## config.mk

```make
export PLATFORM = sky130hd
export DESIGN_NAME = frame_accumulator
export DESIGN_NICKNAME = d
export VERILOG_FILES = /design/src/rtl/frame_accumulator.sv
export SDC_FILE = /design/constraint.sdc
export NUM_CORES = 1
export LEC_CHECK = 0
export CAP_MARGIN = 15
export CELL_PAD_IN_SITES_DETAIL_PLACEMENT = 2
export CELL_PAD_IN_SITES_GLOBAL_PLACEMENT = 2
export CORE_MARGIN = 10
export CORE_UTILIZATION = 38
export DETAILED_ROUTE_END_ITERATION = 6
export DONT_BUFFER_PORTS = 1
export GPL_ROUTABILITY_DRIVEN = 1
export PLACE_DENSITY_LB_ADDON = 0.25
export SETUP_SLACK_MARGIN = 0.3
export SKIP_LAST_GASP = 1
export SYNTH_ARGS = -nofsm -noshare
export SYNTH_HDL_FRONTEND = slang
export SYNTH_SLANG_ARGS = --single-unit
```

## constraint.sdc

```tcl
create_clock -name clk -period 2.7 [get_ports clk]
set_input_delay 0.27 -clock clk [delete_from_list [all_inputs] [get_ports clk]]
set_output_delay 0.27 -clock clk [all_outputs]
set_load 0.05 [all_outputs]
```

## src/rtl/frame_accumulator.sv

```systemverilog
// ---------------------------------------------------------------------------
// frame_accumulator
//
// Sums a frame of COUNT samples (signed or unsigned) into an OUT_WIDTH
// result. Each frame also gets a sticky overflow flag. Both sides use
// valid/ready handshakes. The block sits between the sample front-end and
// the decision-tree feature stage and produces one windowed sum per frame.
//
// Parameters:
//   IN_WIDTH  - width of each input sample
//   OUT_WIDTH - width of the result and of the accumulator (>= IN_WIDTH)
//   COUNT     - samples per frame (>= 1)
//   SIGNED    - 1: two's-complement operands/result, 0: unsigned
//
// Ports:
//   clk       - rising-edge clock
//   reset     - synchronous, active-high reset
//   clear     - synchronous frame abort: drops the partial sum and any held result
//   in_data   - input sample
//   in_valid  - a sample is present on in_data
//   in_ready  - the block accepts a sample this cycle
//   out_sum   - frame sum
//   out_v     - overflow occurred somewhere in this frame
//   out_valid - out_sum/out_v are valid
//   out_ready - the consumer takes the result
//
// Optional feature (compile-time macro FRAME_ACCUMULATOR_SATURATE_EN):
//   When the macro is defined, the accumulator clamps to the representable
//   range on overflow instead of wrapping. The sticky overflow flag is still
//   reported. When the macro is undefined, no clamp logic is built.
// ---------------------------------------------------------------------------
module frame_accumulator #(
    parameter int IN_WIDTH  = 8,
    parameter int OUT_WIDTH = 12,
    parameter int COUNT     = 4,
    parameter bit SIGNED    = 1'b1
) (
    input  logic                 clk,
    input  logic                 reset,
    input  logic                 clear,
    input  logic [IN_WIDTH-1:0]  in_data,
    input  logic                 in_valid,
    output logic                 in_ready,
    output logic [OUT_WIDTH-1:0] out_sum,
    output logic                 out_v,
    output logic                 out_valid,
    input  logic                 out_ready
);

    // The counter is kept at least one bit wide so that COUNT=1 still elaborates.
    localparam int CNT_W = (COUNT > 1) ? $clog2(COUNT) : 1;
    localparam logic [CNT_W-1:0] LAST = CNT_W'(COUNT - 1);
    localparam int EXT_W = OUT_WIDTH + 1 - IN_WIDTH;

`ifdef FRAME_ACCUMULATOR_SATURATE_EN
    localparam logic [OUT_WIDTH-1:0] SAT_HI = SIGNED ? {1'b0, {(OUT_WIDTH-1){1'b1}}}
                                                     : {OUT_WIDTH{1'b1}};
    localparam logic [OUT_WIDTH-1:0] SAT_LO = {1'b1, {(OUT_WIDTH-1){1'b0}}};
`endif

    typedef enum logic {
        ACCUM,
        HOLD
    } state_t;

    state_t               state;
    logic [OUT_WIDTH-1:0] acc;
    logic [CNT_W-1:0]     cnt;
    logic                 ovf;

    logic [OUT_WIDTH:0]   in_ext;
    logic [OUT_WIDTH:0]   acc_ext;
    logic [OUT_WIDTH:0]   next;
    logic                 out_of_range;
    logic [OUT_WIDTH-1:0] acc_new;
    logic                 ovf_new;
    logic                 accept;

    assign in_ready = (state == ACCUM);
    assign accept   = in_valid & in_ready;

    // Add with one guard bit. Outside the range of the result, the guard bit
    // disagrees with the result MSB (signed) or is set (unsigned).
    always_comb begin
        in_ext  = SIGNED ? {{EXT_W{in_data[IN_WIDTH-1]}}, in_data}
                         : {{EXT_W{1'b0}}, in_data};
        acc_ext = SIGNED ? {acc[OUT_WIDTH-1], acc} : {1'b0, acc};
        next    = in_ext + acc_ext;
        out_of_range = SIGNED ? (next[OUT_WIDTH] != next[OUT_WIDTH-1])
                              : next[OUT_WIDTH];
        ovf_new = ovf | out_of_range;
`ifdef FRAME_ACCUMULATOR_SATURATE_EN
        // A signed guard bit of 1 means the true sum fell below the minimum.
        if (!out_of_range) begin
            acc_new = next[OUT_WIDTH-1:0];
        end else if (SIGNED && next[OUT_WIDTH]) begin
            acc_new = SAT_LO;
        end else begin
            acc_new = SAT_HI;
        end
`else
        acc_new = next[OUT_WIDTH-1:0];
`endif
    end

    // The frame FSM. Reset and clear leave the block in the same state, so
    // they share one branch. The last accepted sample of a frame loads the
    // result registers directly. This gives a latency of one cycle. The
    // running state returns to zero for the next frame at the same time.
    always_ff @(posedge clk) begin
        if (reset || clear) begin
            state     <= ACCUM;
            acc       <= '0;
            cnt       <= '0;
            ovf       <= 1'b0;
            out_sum   <= '0;
            out_v     <= 1'b0;
            out_valid <= 1'b0;
        end else begin
            case (state)
                ACCUM: begin
                    if (accept) begin
                        if (cnt == LAST) begin
                            out_sum   <= acc_new;
                            out_v     <= ovf_new;
                            out_valid <= 1'b1;
                            acc       <= '0;
                            cnt       <= '0;
                            ovf       <= 1'b0;
                            state     <= HOLD;
                        end else begin
                            acc <= acc_new;
                            cnt <= cnt + CNT_W'(1);
                            ovf <= ovf_new;
                        end
                    end
                end
                HOLD: begin
                    if (out_ready) begin
                        out_valid <= 1'b0;
                        state     <= ACCUM;
                    end
                end
                default: begin
                    state <= ACCUM;
                end
            endcase
        end
    end

endmodule
```

# [Yosys cells after proc, flatten, opt, wreduce, memory -nomap -nowiden]
# Index checks and enable logic that the tools add are counted.
[word_totals] ff_bits=30 output_inout_bits=15 inputBits=13
[classes] n_reduce_logical=4 addsub=2 n_bitwise=3 mux=11 n_eq_ne=5
[ops] op="adder 8 x 12 -> 13 bit" n=1
[ops] op="2-to-1 mux 12 bit" n=1
[ops] op="2-to-1 mux 1 bit" n=7
[ops] op="AND reduction 3 bit" n=2
[ops] op="inequality test 2 x 1 -> 1 bit, second input constant" n=2
[ops] op="case mux 1 bit (2 select lines)" n=2
[ops] op="adder 2 x 1 -> 2 bit, second input constant" n=1
[ops] op="== test 2 bit, second input constant" n=1
[ops] op="2-to-1 mux 2 bit" n=1
[ops] op="inequality test 2 bit, second input constant" n=1
[ops] op="AND reduction 2 bit" n=1
[ops] op="bitwise AND 1 bit" n=1
[ops] op="logical OR 1 bit" n=1
[ops] op="inequality test 1 bit" n=1
[ops] op="inverter 1 bit" n=1
[ops] op="OR 1 bit" n=1

# [Logic depth before layout (Yosys ltp)]
# Gate-level depths: netlist (run 1).
[logic_depth] word_depth=4 mapped_depth=8 depth_no_buf=8

# [Least setup slack after synthesis (run 1)]
# OpenSTA, ideal clock, no wires.
[synth_timing] path_type="register to register" from="reg acc[0]" to="reg acc[10]" path_stages_with_launch=9 required_time_ns=2.583 path_buffers=0 setup_slack_ns=0.580 arrival_ns=2.004 path_cell_list="dfxtp_1 ha_1 fa_1 a211oi_1 nor2_1 a41oi_1 o21ai_0 xor2_1 a22o_1"
[synth_via] elab_chain_len=2
[synth_rtl] item="start: declaration" line_no="67" rtl="logic [OUT_WIDTH-1:0] acc;"
[synth_rtl] item="start signal: assignment" line_no="132" rtl="acc <= acc_new;"
[synth_rtl] item="adder 8 x 12 -> 13 bit" line_no="88" rtl="next = in_ext + acc_ext;"
[synth_rtl] item="2-to-1 mux 12 bit" line_no="123" rtl="if (cnt == LAST) begin"
# No other way between the ends.
# A chain may end at the register's enable or synchronous reset.

# [Worst setup path in the final report (run 1)]
[layout_timing] from="reg acc[0]" to="reg out_sum[10]"
[layout_via] elab_chain_len=1
[layout_rtl] item="adder 8 x 12 -> 13 bit" line_no="88"
[layout_rtl] item="end signal: assignment" line_no="124" rtl="out_sum <= acc_new;"
[layout_rtl] item="end: declaration" line_no="44" rtl="output logic [OUT_WIDTH-1:0] out_sum,"
# No other way between the ends.

==> results of run 1 <==
-- routing by layer --
| layer | routed length [µm] | share of wire (%) |
|---|---|---|
| met5 | 0 | 0 |
| met4 | 78 | 1.7 |
| met3 | 238 | 5.2 |
| met2 | 2240 | 49 |
| met1 | 2050 | 44 |
-- stage by stage --
step / hold WS, ns / utilization, %
after CTS: 0.0856 / 44.1
after detailed placement: 0.393 / 41.6
final: 0.0859 / 44.6
after global routing: 0.0887 / 44.6
after floorplan: 0.373 / -
after global placement: 0.377 / 41.6
-- kinds of logic after synthesis --
| logic type | synth area share [%] |
|---|---|
| AO/OA/AOI/OAI | 30.3 |
| AND/OR/NAND/NOR | 10.5 |
| flip-flops | 39.5 |
| adder cells (fa/ha/maj) | 12.0 |
| XOR/XNOR | 5.77 |
| buffers and inverters | 1.81 |
-- final timing paths --
path	from	endpoint	slack (ns)	cells past startpoint
max reg2reg	acc[0]$_SDFFE_PP0P_	out_sum[10]$_SDFFE_PP0P_	0.43	8
min	out_ready	state$_SDFF_PP0_	0.09	1
max	acc[0]$_SDFFE_PP0P_	out_sum[10]$_SDFFE_PP0P_	0.43	8
min reg2reg	acc[0]$_SDFFE_PP0P_	acc[0]$_SDFFE_PP0P_	0.47	2
-- state kept, by name (all words and copies together), names as in the netlist --
register,count
cnt,2
out_v,1
acc,12
out_sum,12
ovf,1
state,1
out_valid,1
-- Yosys cell counts --
| cell | count |
|---|---|
| ha_1 | 13 |
| o31ai_1 | 2 |
| a211oi_1 | 3 |
| o21ai_0 | 6 |
| xor2_1 | 5 |
| buf_2 | 1 |
| o211ai_2 | 1 |
| o221a_4 | 1 |
| a22o_1 | 16 |
| nor2_1 | 14 |
| a21o_2 | 3 |
| a22oi_1 | 7 |
| dfxtp_1 | 30 |
| or2_2 | 1 |
| a21o_1 | 2 |
| a211oi_2 | 1 |
| o21a_1 | 2 |
| nand2_1 | 12 |
| and3_2 | 1 |
| o21ai_2 | 1 |
| clkbuf_1 | 4 |
| and2_1 | 1 |
| nand3b_1 | 2 |
| buf_1 | 1 |
| nor3_1 | 1 |
| xnor2_1 | 5 |
| and3_1 | 1 |
| inv_1 | 1 |
| a221oi_4 | 1 |
| nor2b_1 | 1 |
| fa_1 | 1 |
| a41oi_1 | 1 |
| nand3_1 | 2 |
| a21oi_1 | 11 |
-- timing repair --
action                     in CTS  in global routing
buffers inserted                0                  1
resized for setup               0                  2
setup endpoints to repair       0                  5
-- worst max-delay path, delay by kind of cell (launching register included) --
kind	cells	cell delay, ns
compound gates	4	0.83
fa+ha+maj	2	0.69
flops	1	0.32
xor+xnor	1	0.19
simple gates	1	0.12
-- cell type report --
type,instances,area [µm²],share of cell area [%]
clock buffers,7,86.3,5.13
clock inverters,1,5.00,0.298
inverters,1,3.75,0.223
multi-input cells,118,903,53.7
flip-flops and latches,30,601,35.7
well taps,48,60.1,3.57
repair buffers,3,22.5,1.34
-- power groups by stage --
stage	Clock [mW]	Combinational (mW)	Sequential (mW)
floorplan	0	0.105	0.466
global placement	0	0.129	0.467
detailed placement	0	0.138	0.468
CTS	0.392	0.141	0.458
global route	0.418	0.159	0.459
finish	0.382	0.144	0.458
==> run metrics, run 1 <==
run status=finished clean; Reg power frac=between 40% and 50%; Routed WL=4610 µm; setup TNS=0 ns; critical path startpoint category=register; P_sw=0.274 mW; critical-path cell list=ha_1, fa_1, a211oi_1, nor2_1, a41oi_2, o21ai_0, xor2_1, a22o_1; Leak=0.713 nW; Residual DRC=0; Site Rows=22; area of the core=0.00377 mm²; Post-Synthesis Cells=between 150 and 200; met3 Use GR=4.10%; Final Cycle Share=between 80% and 90%; Slew Limit Fails=0; CP arrival=about 2.5 ns; Vias=1,230; fillers=403; total clock sinks=30; RSZ-0062 raised after global routing=false; Critical Path Max Stage Delay=0.45 ns; synth unique cells=34; Worst Max-Slew Pin Slew=0.649 ns; PortBufs=0; internal power=about 0.71 mW; pin count of the biggest net entering global routing=15; Pwr per Cell Area=586 mW/mm²; Die X=83.2 µm; WP data required=2.88 ns; Clock Tree Buf Depth=2; I/O pin total=28; Finished Cell Area=between 0.0015 and 0.002 mm²; Ant. Diodes=0; most common cell after layout, fill and taps aside=dfxtp_1; M2 GR Usage=21.8%; Max Cap Violations=0; synthesis-to-layout area growth=10.7%; fin crit period=2.27 ns; worst-path cell with the longest stage delay=fa_1; Clock power frac=between 30 and 40%; Fmax achieved=441 MHz; Hold-fix buffers, CTS=0; Overall Power=0.985 mW; Skew-Pair Late Insertion Delay=~0.29 ns; relative slew slack=56.8%; setup ws final=0.435 ns; commonest non-fill, non-tap cells in the layout=30 x dfxtp_1, 16 x a22o_1, 14 x nor2_1, 13 x ha_1, 12 x nand2_1; first-pass GRT wire length=around 7500 µm; setup violators final=0; die footprint=0.00693 mm²; vias in the first global route=1,323; Synth area leaders=dfxtp_1 40%, ha_1 11%, a22o_1 9.2%; peak supply drop=233 µV; crit path kind=register to register; Synth Area per Inst=9.80 µm²; Die H=around 83 µm; endpoints failing hold=0; root buf cell=clkbuf_8; CTS buffer count=5; dpl cells=199; switching share of power=27.8%; CP Max Fanout=3; Starting Density=40.3%; sequential area share after synthesis=between 30% and 40%; initial antenna violation count=0; antenna-violating nets left=0; register bit count reported by yosys=30; fin nets=186; Post-Synthesis Cell Area=about 0.0015 mm²; Reg clk slew, reported paths=0.07 ns; fin cells=208; GRT busiest layer=met2; CP Capture Type=register; via/cell ratio=5.91; 1st-iter DRT viols=71; top cell type's share of synthesized area=approximately 40%; Syn Nets=182; Synth area leader=dfxtp_1; combinational fraction of design power=14.7%; share of layout cells above drive strength 1=13.8%; hpwl dp=3360 µm; Area after DPL=0.00157 mm²; worst hold path class=input port to register; CTS tree=yes; Synth Warn #=0; total global routing overflow=0; Setup Skew=0.00475 ns; met1 GRT Util=15.4%; global-route usage over all layers=between 10% and 20%; drt wl/cell=22.2 µm; GP Congestion=0.848; first drt pass iteration count=4; number of H-tree levels=2; Place WS=0.323 ns
No activity file was read; power rests on OpenSTA's default activity.
==> run 2, diff against run 1 <==
--- a/config.mk
+++ b/config.mk
@@ -9,7 +9,7 @@
 export CELL_PAD_IN_SITES_DETAIL_PLACEMENT = 2
 export CELL_PAD_IN_SITES_GLOBAL_PLACEMENT = 2
 export CORE_MARGIN = 10
-export CORE_UTILIZATION = 38
+export CORE_UTILIZATION = 34
 export DETAILED_ROUTE_END_ITERATION = 6
 export DONT_BUFFER_PORTS = 1
 export GPL_ROUTABILITY_DRIVEN = 1
==> constraint.sdc (replaced) <==
create_clock -name clk -period 2 [get_ports clk]
set_input_delay 0.2 -clock clk [delete_from_list [all_inputs] [get_ports clk]]
set_output_delay 0.2 -clock clk [all_outputs]
set_load 0.05 [all_outputs]
==> run 2 against run 1 <==
The run now ends with negative setup slack left. Die area rose by 8.9%. Setup slack worse by 0.49 ns. Combinational power rose by 72%. Critical path depth did not move.
==> run metrics, run 2 (synthesis gave the netlist of run 1 again) <==
die footprint=about 0.0075 mm²; family with the most delay on the worst path=compound AO/OA/AOI/OAI gates; dpl cells=209; CTS tree=yes; Critical Path Max Stage Delay=0.41 ns; fin cells=221; CP Max Fanout=3; critical path startpoint category=register; total clock sinks=30; Hold Startpoint=out_ready; total global routing overflow=0; most common cell after layout, fill and taps aside=dfxtp_1; Leak=0.782 nW; via/cell ratio=between 5 and 6; GP Congestion=about 0.84; endpoints failing hold=0; Die H=86.8 µm; crit path kind=register to register; Skew-Pair Late Insertion Delay=approximately 0.28 ns; CP arrival=2.22 ns; top flop regs=acc (12), out_sum (12), cnt (2); commonest non-fill, non-tap cells in the layout=28 x dfxtp_1, 16 x a22o_1, 12 x nand2_1, 12 x buf_4, 11 x nor2_1; root buf cell=clkbuf_8; PortBufs=0; WHS Path Cells=1; Site Rows=24; setup ws final=-0.0547 ns; area of the multi-input gates=between 0.001 and 0.0015 mm²; WHS Endpoint=state$_SDFF_PP0_; global-route usage over all layers=13.9%; hpwl dp=3490 µm; Reg clk slew, reported paths=roughly 0.06 ns; antenna-violating nets left=0; I/O pin total=28; share of layout cells above drive strength 1=31.4%; Fmax achieved=487 MHz; pin count of the biggest net entering global routing=15; R2R depth=8; fillers=464; run status=finished, violations left; vias in the first global route=1,441; Buf/Inv on CP=0; Slew Limit Fails=0; fin crit period=2.05 ns; Max Cap Violations=0; CTS buffer count=5; Final Cycle Share=103%; CP Capture Type=register; number of H-tree levels=2; area of the core=approximately 0.0044 mm²; hold slack=0.0287 ns; RSZ-0062 raised after global routing=true; 1st-iter DRT viols=48; Clock Tree Buf Depth=2; critical-path cell list=ha_4, fa_2, a211oi_2, nor2_2, a41oi_2, o21ai_2, xor2_1, a22o_1; first-pass GRT wire length=between 8000 and 9000 µm; Pwr per Cell Area=711 mW/mm²; sequential cell area=603 µm²; worst-path cell with the longest stage delay=fa_2; peak supply drop=~270 µV; Overall Power=1.34 mW; Vias=around 1,300; WP data required=between 2 and 2.5 ns; worst hold path class=input port to register; setup violators final=4; first drt pass iteration count=4; RR Endpoint=out_sum[10]$_SDFFE_PP0P_; fin nets=around 200; Place WS=-0.0258 ns; synthesis-to-layout area growth=23.8%; Routed WL=4990 µm; Residual DRC=0; initial antenna violation count=0; Die X=about 87 µm; worst r2r src=acc[0]$_SDFFE_PP0P_; Ant. Diodes=0; Setup Skew=0.00414 ns; failing checks=negative setup slack; setup TNS=-0.143 ns; relative slew slack=approximately three fifths; Starting Density=34.9%; Worst Max-Slew Pin Slew=0.620 ns; r2r setup slk=-0.05 ns; drt wl/cell=22.6 µm
==> run 2: changes by cell type in the layout (fill, tap and decap cells not counted), sizes merged <==
cell and delta:
clkinv +1, buf +10, clkbuf -2
==> run 2: area by class of cell <==
class / instances / area share, %
sequential: 30 / 32.1
tap: 52 / 3.46
multi-input combinational: 118 / 54.7
timing repair buffer: 13 / 5.39
clock inverter: 2 / 0.532
inverter: 1 / 0.200
clock buffer: 5 / 3.66
==> run 2: worst reg2reg max path: cells and delay by family (launching register included) <==
kind | cells | cell delay (ns)
AO/OA/AOI/OAI | 4 | 0.77
XOR/XNOR | 1 | 0.17
AND/OR/NAND/NOR | 1 | 0.08
adder cells (fa/ha/maj) | 2 | 0.60
flip-flops | 1 | 0.34
==> run 2: worst max path at each step <==
stage / startpoint / to / slack [ns] / cells past startpoint
after floorplan: acc[0]$_SDFFE_PP0P_ / acc[10]$_SDFFE_PP0P_ / 0.13 / 8
after CTS: acc[0]$_SDFFE_PP0P_ / out_sum[10]$_SDFFE_PP0P_ / -0.03 / 8
final: acc[0]$_SDFFE_PP0P_ / out_sum[10]$_SDFFE_PP0P_ / -0.05 / 8
after detailed placement: acc[0]$_SDFFE_PP0P_ / out_sum[10]$_SDFFE_PP0P_ / -0.03 / 8
after global placement: acc[0]$_SDFFE_PP0P_ / acc[10]$_SDFFE_PP0P_ / 0.02 / 8
after global routing: acc[0]$_SDFFE_PP0P_ / out_sum[10]$_SDFFE_PP0P_ / -0.12 / 8
==> run 2: layer usage <==
layer	vias to the layer above	track usage (%)	wire length, µm
met1	637	16.4	2210
li1	602	-	-
met2	21	23.1	2450
met4	0	5.60	72
met5	-	0	0
met3	4	3.94	251
==> run 2: per-stage QoR <==
| stage | util (%) | cell area [µm²] |
|---|---|---|
| final | 43.2 | 1880 |
| after global routing | 43.2 | 1880 |
| after CTS | 42.7 | 1860 |
| after detailed placement | 39.1 | 1700 |
| after global placement | 39.1 | 1700 |
| after floorplan | - | 1600 |
==> run 2: repair_timing <==
| action | 4_1_cts | 5_1_grt |
|---|---|---|
| pin swaps | 7 | 2 |
| endpoints found under the hold margin | 0 | 0 |
| setup buffers | 4 | 1 |
| hold buffers | 0 | 0 |
| endpoints found under the setup margin | 16 | 21 |
| resized for setup | 10 | 3 |
==> run 2: power breakdown <==
group	leakage [nW]	total (mW)	switching (mW)	internal, mW
Clock	0.0438	0.470	0.237	0.233
Sequential	0.244	0.620	0.00973	0.610
Combinational	0.495	0.247	0.141	0.106
Total	0.782	1.34	0.387	0.950
==> run 3, diff against run 2 <==
--- a/config.mk
+++ b/config.mk
@@ -8,7 +8,6 @@
 export CAP_MARGIN = 15
 export CELL_PAD_IN_SITES_DETAIL_PLACEMENT = 2
 export CELL_PAD_IN_SITES_GLOBAL_PLACEMENT = 2
-export CORE_MARGIN = 10
 export CORE_UTILIZATION = 34
 export DETAILED_ROUTE_END_ITERATION = 6
 export DONT_BUFFER_PORTS = 1
==> run 3 against run 2 <==
The run still ends with negative setup slack left. Fmax shrank 1.1%. Hold slack worse by 0.0031 ns. First-iteration DRC count shrank 2.1%. Largest power group unchanged.
==> run metrics, run 3 (synthesis gave the netlist of run 1 again) <==
metal2 WL=2840 µm; Die X=roughly 70 µm; commonest non-fill, non-tap cells in the layout=28 x dfxtp_1, 16 x a22o_1, 12 x nand2_1, 11 x buf_4, 10 x nor2_1; Leak=0.790 nW; hpwl dp=3290 µm; share of layout cells above drive strength 1=32.5%; r2r setup slk=-0.08 ns; CP Capture Type=register; Starting Density=36.7%; fin crit period=2.08 ns; vias in the first global route=~1,400; critical path startpoint category=register; GP Congestion=between 0.8 and 0.9; antenna-violating nets left=0; Hold Startpoint=out_ready; Clock power frac=35.0%; peak supply drop=252 µV; WP data required=2.17 ns; RSZ-0062 raised after global routing=true; Ant. Diodes=0; most common cell after layout, fill and taps aside=dfxtp_1; Worst Max-Slew Pin Slew=0.587 ns; Finished Cell Area=0.00195 mm²; Setup Skew=0.00825 ns; Routed WL=roughly 5000 µm; drt wl/cell=around 23 µm; top flop regs=acc (12), out_sum (12), cnt (2); Fmax achieved=between 400 and 500 MHz; Skew-Pair Late Insertion Delay=0.29 ns; total clock sinks=30; 1st-iter DRT viols=47; via/cell ratio=5.88; total global routing overflow=0; I/O pin total=28; worst r2r src=acc[1]$_SDFFE_PP0P_; P_sw=0.394 mW; hold slack=0.0256 ns; initial antenna violation count=0; fin nets=around 200; Residual DRC=0; met1 WL=2030 µm; Pwr per Cell Area=between 600 and 700 mW/mm²; endpoints failing hold=0; synthesis-to-layout area growth=28.6%; Area after DPL=roughly 0.0017 mm²; root buf cell=clkbuf_8; global-route usage over all layers=between 20% and 30%; area of the core=0.00414 mm²; number of H-tree levels=2; failing checks=negative setup slack; highest routed layer=met4; die footprint=around 0.0047 mm²; Die H=68.8 µm; run status=finished, violations left; CTS buffer count=5; first drt pass iteration count=4; switching share of power=about 29%; CP startpoint=acc[1]$_SDFFE_PP0P_; setup ws final=-0.0782 ns; Reg clk slew, reported paths=approximately 0.06 ns; Max Cap Violations=0; CTS tree=yes; setup TNS=-0.391 ns; CP Max Fanout=3; worst hold path class=input port to register; crit path kind=register to register; CP arrival=2.25 ns; Site Rows=23; Final Cycle Share=104%; Clock Tree Buf Depth=2; PortBufs=0; Reg power frac=45.6%; pin count of the biggest net entering global routing=16; wire length on met3=117 µm; Slew Limit Fails=0; setup violators final=8; Vias=1,287; combinational fraction of design power=approximately a fifth; internal power=about 0.97 mW; first-pass GRT wire length=7240 µm; relative slew slack=between 60 and 70%; Hold-fix buffers, CTS=0
[run 3: layout make-up]
type	count	area, µm²
flip-flops and latches	30	606
repair buffers	13	105
inverters	1	3.75
fillers	435	2190
clock buffers	7	76.3
well taps	50	62.6
multi-input cells	118	1100
[run 3: stage by stage]
stage / utilization (%) / power, mW / instances / worst slack, ns
2_1_floorplan: - / 0.788 / 155 / 0.132
3_3_place_gp: 40.9 / 0.831 / 206 / 0.0220
3_5_place_dp: 40.9 / 0.841 / 206 / -0.0588
4_1_cts: 44.3 / 1.32 / 217 / -0.0177
5_1_grt: 47.1 / 1.41 / 219 / -0.198
6_report: 47.1 / 1.36 / 219 / -0.0782
[run 3: critical path, cell delays in order, from the launching register on]
cell and delay (ns):
dfxtp_4 0.36, ha_4 0.24, a211oi_4 0.26, o21ai_2 0.11
o221a_4 0.29, a221oi_4 0.40, xor2_2 0.22, o21ai_1 0.09
[run 3: worst paths after layout]
| check | cells after the start | to |
|---|---|---|
| worst max-delay path | 7 | out_v$_SDFFE_PP0P_ |
| worst min-delay path | 1 | state$_SDFF_PP0_ |
| worst min register to register | 2 | ovf$_SDFFE_PP0P_ |
| worst max register to register | 7 | out_v$_SDFFE_PP0P_ |
[run 3: power by group through the flow]
| stage | sequential (mW) | clock (mW) | combinational (mW) |
|---|---|---|---|
| after floorplan | 0.632 | 0 | 0.156 |
| after global placement | 0.633 | 0 | 0.198 |
| after detailed placement | 0.634 | 0 | 0.207 |
| after CTS | 0.620 | 0.477 | 0.223 |
| after global routing | 0.622 | 0.506 | 0.286 |
| final | 0.621 | 0.476 | 0.264 |
[run 3: per-layer routing]
layer | vias up | global-route usage (%)
met4 | 0 | 9.95
met5 | - | 0
met1 | 659 | 24.5
li1 | 601 | -
met2 | 22 | 39.3
met3 | 5 | 3.45
[run 3: repair_timing]
item,4_1_cts,5_1_grt
endpoints found under the setup margin,17,17
pin swaps,8,12
resized for setup,9,17
buffers inserted,4,2
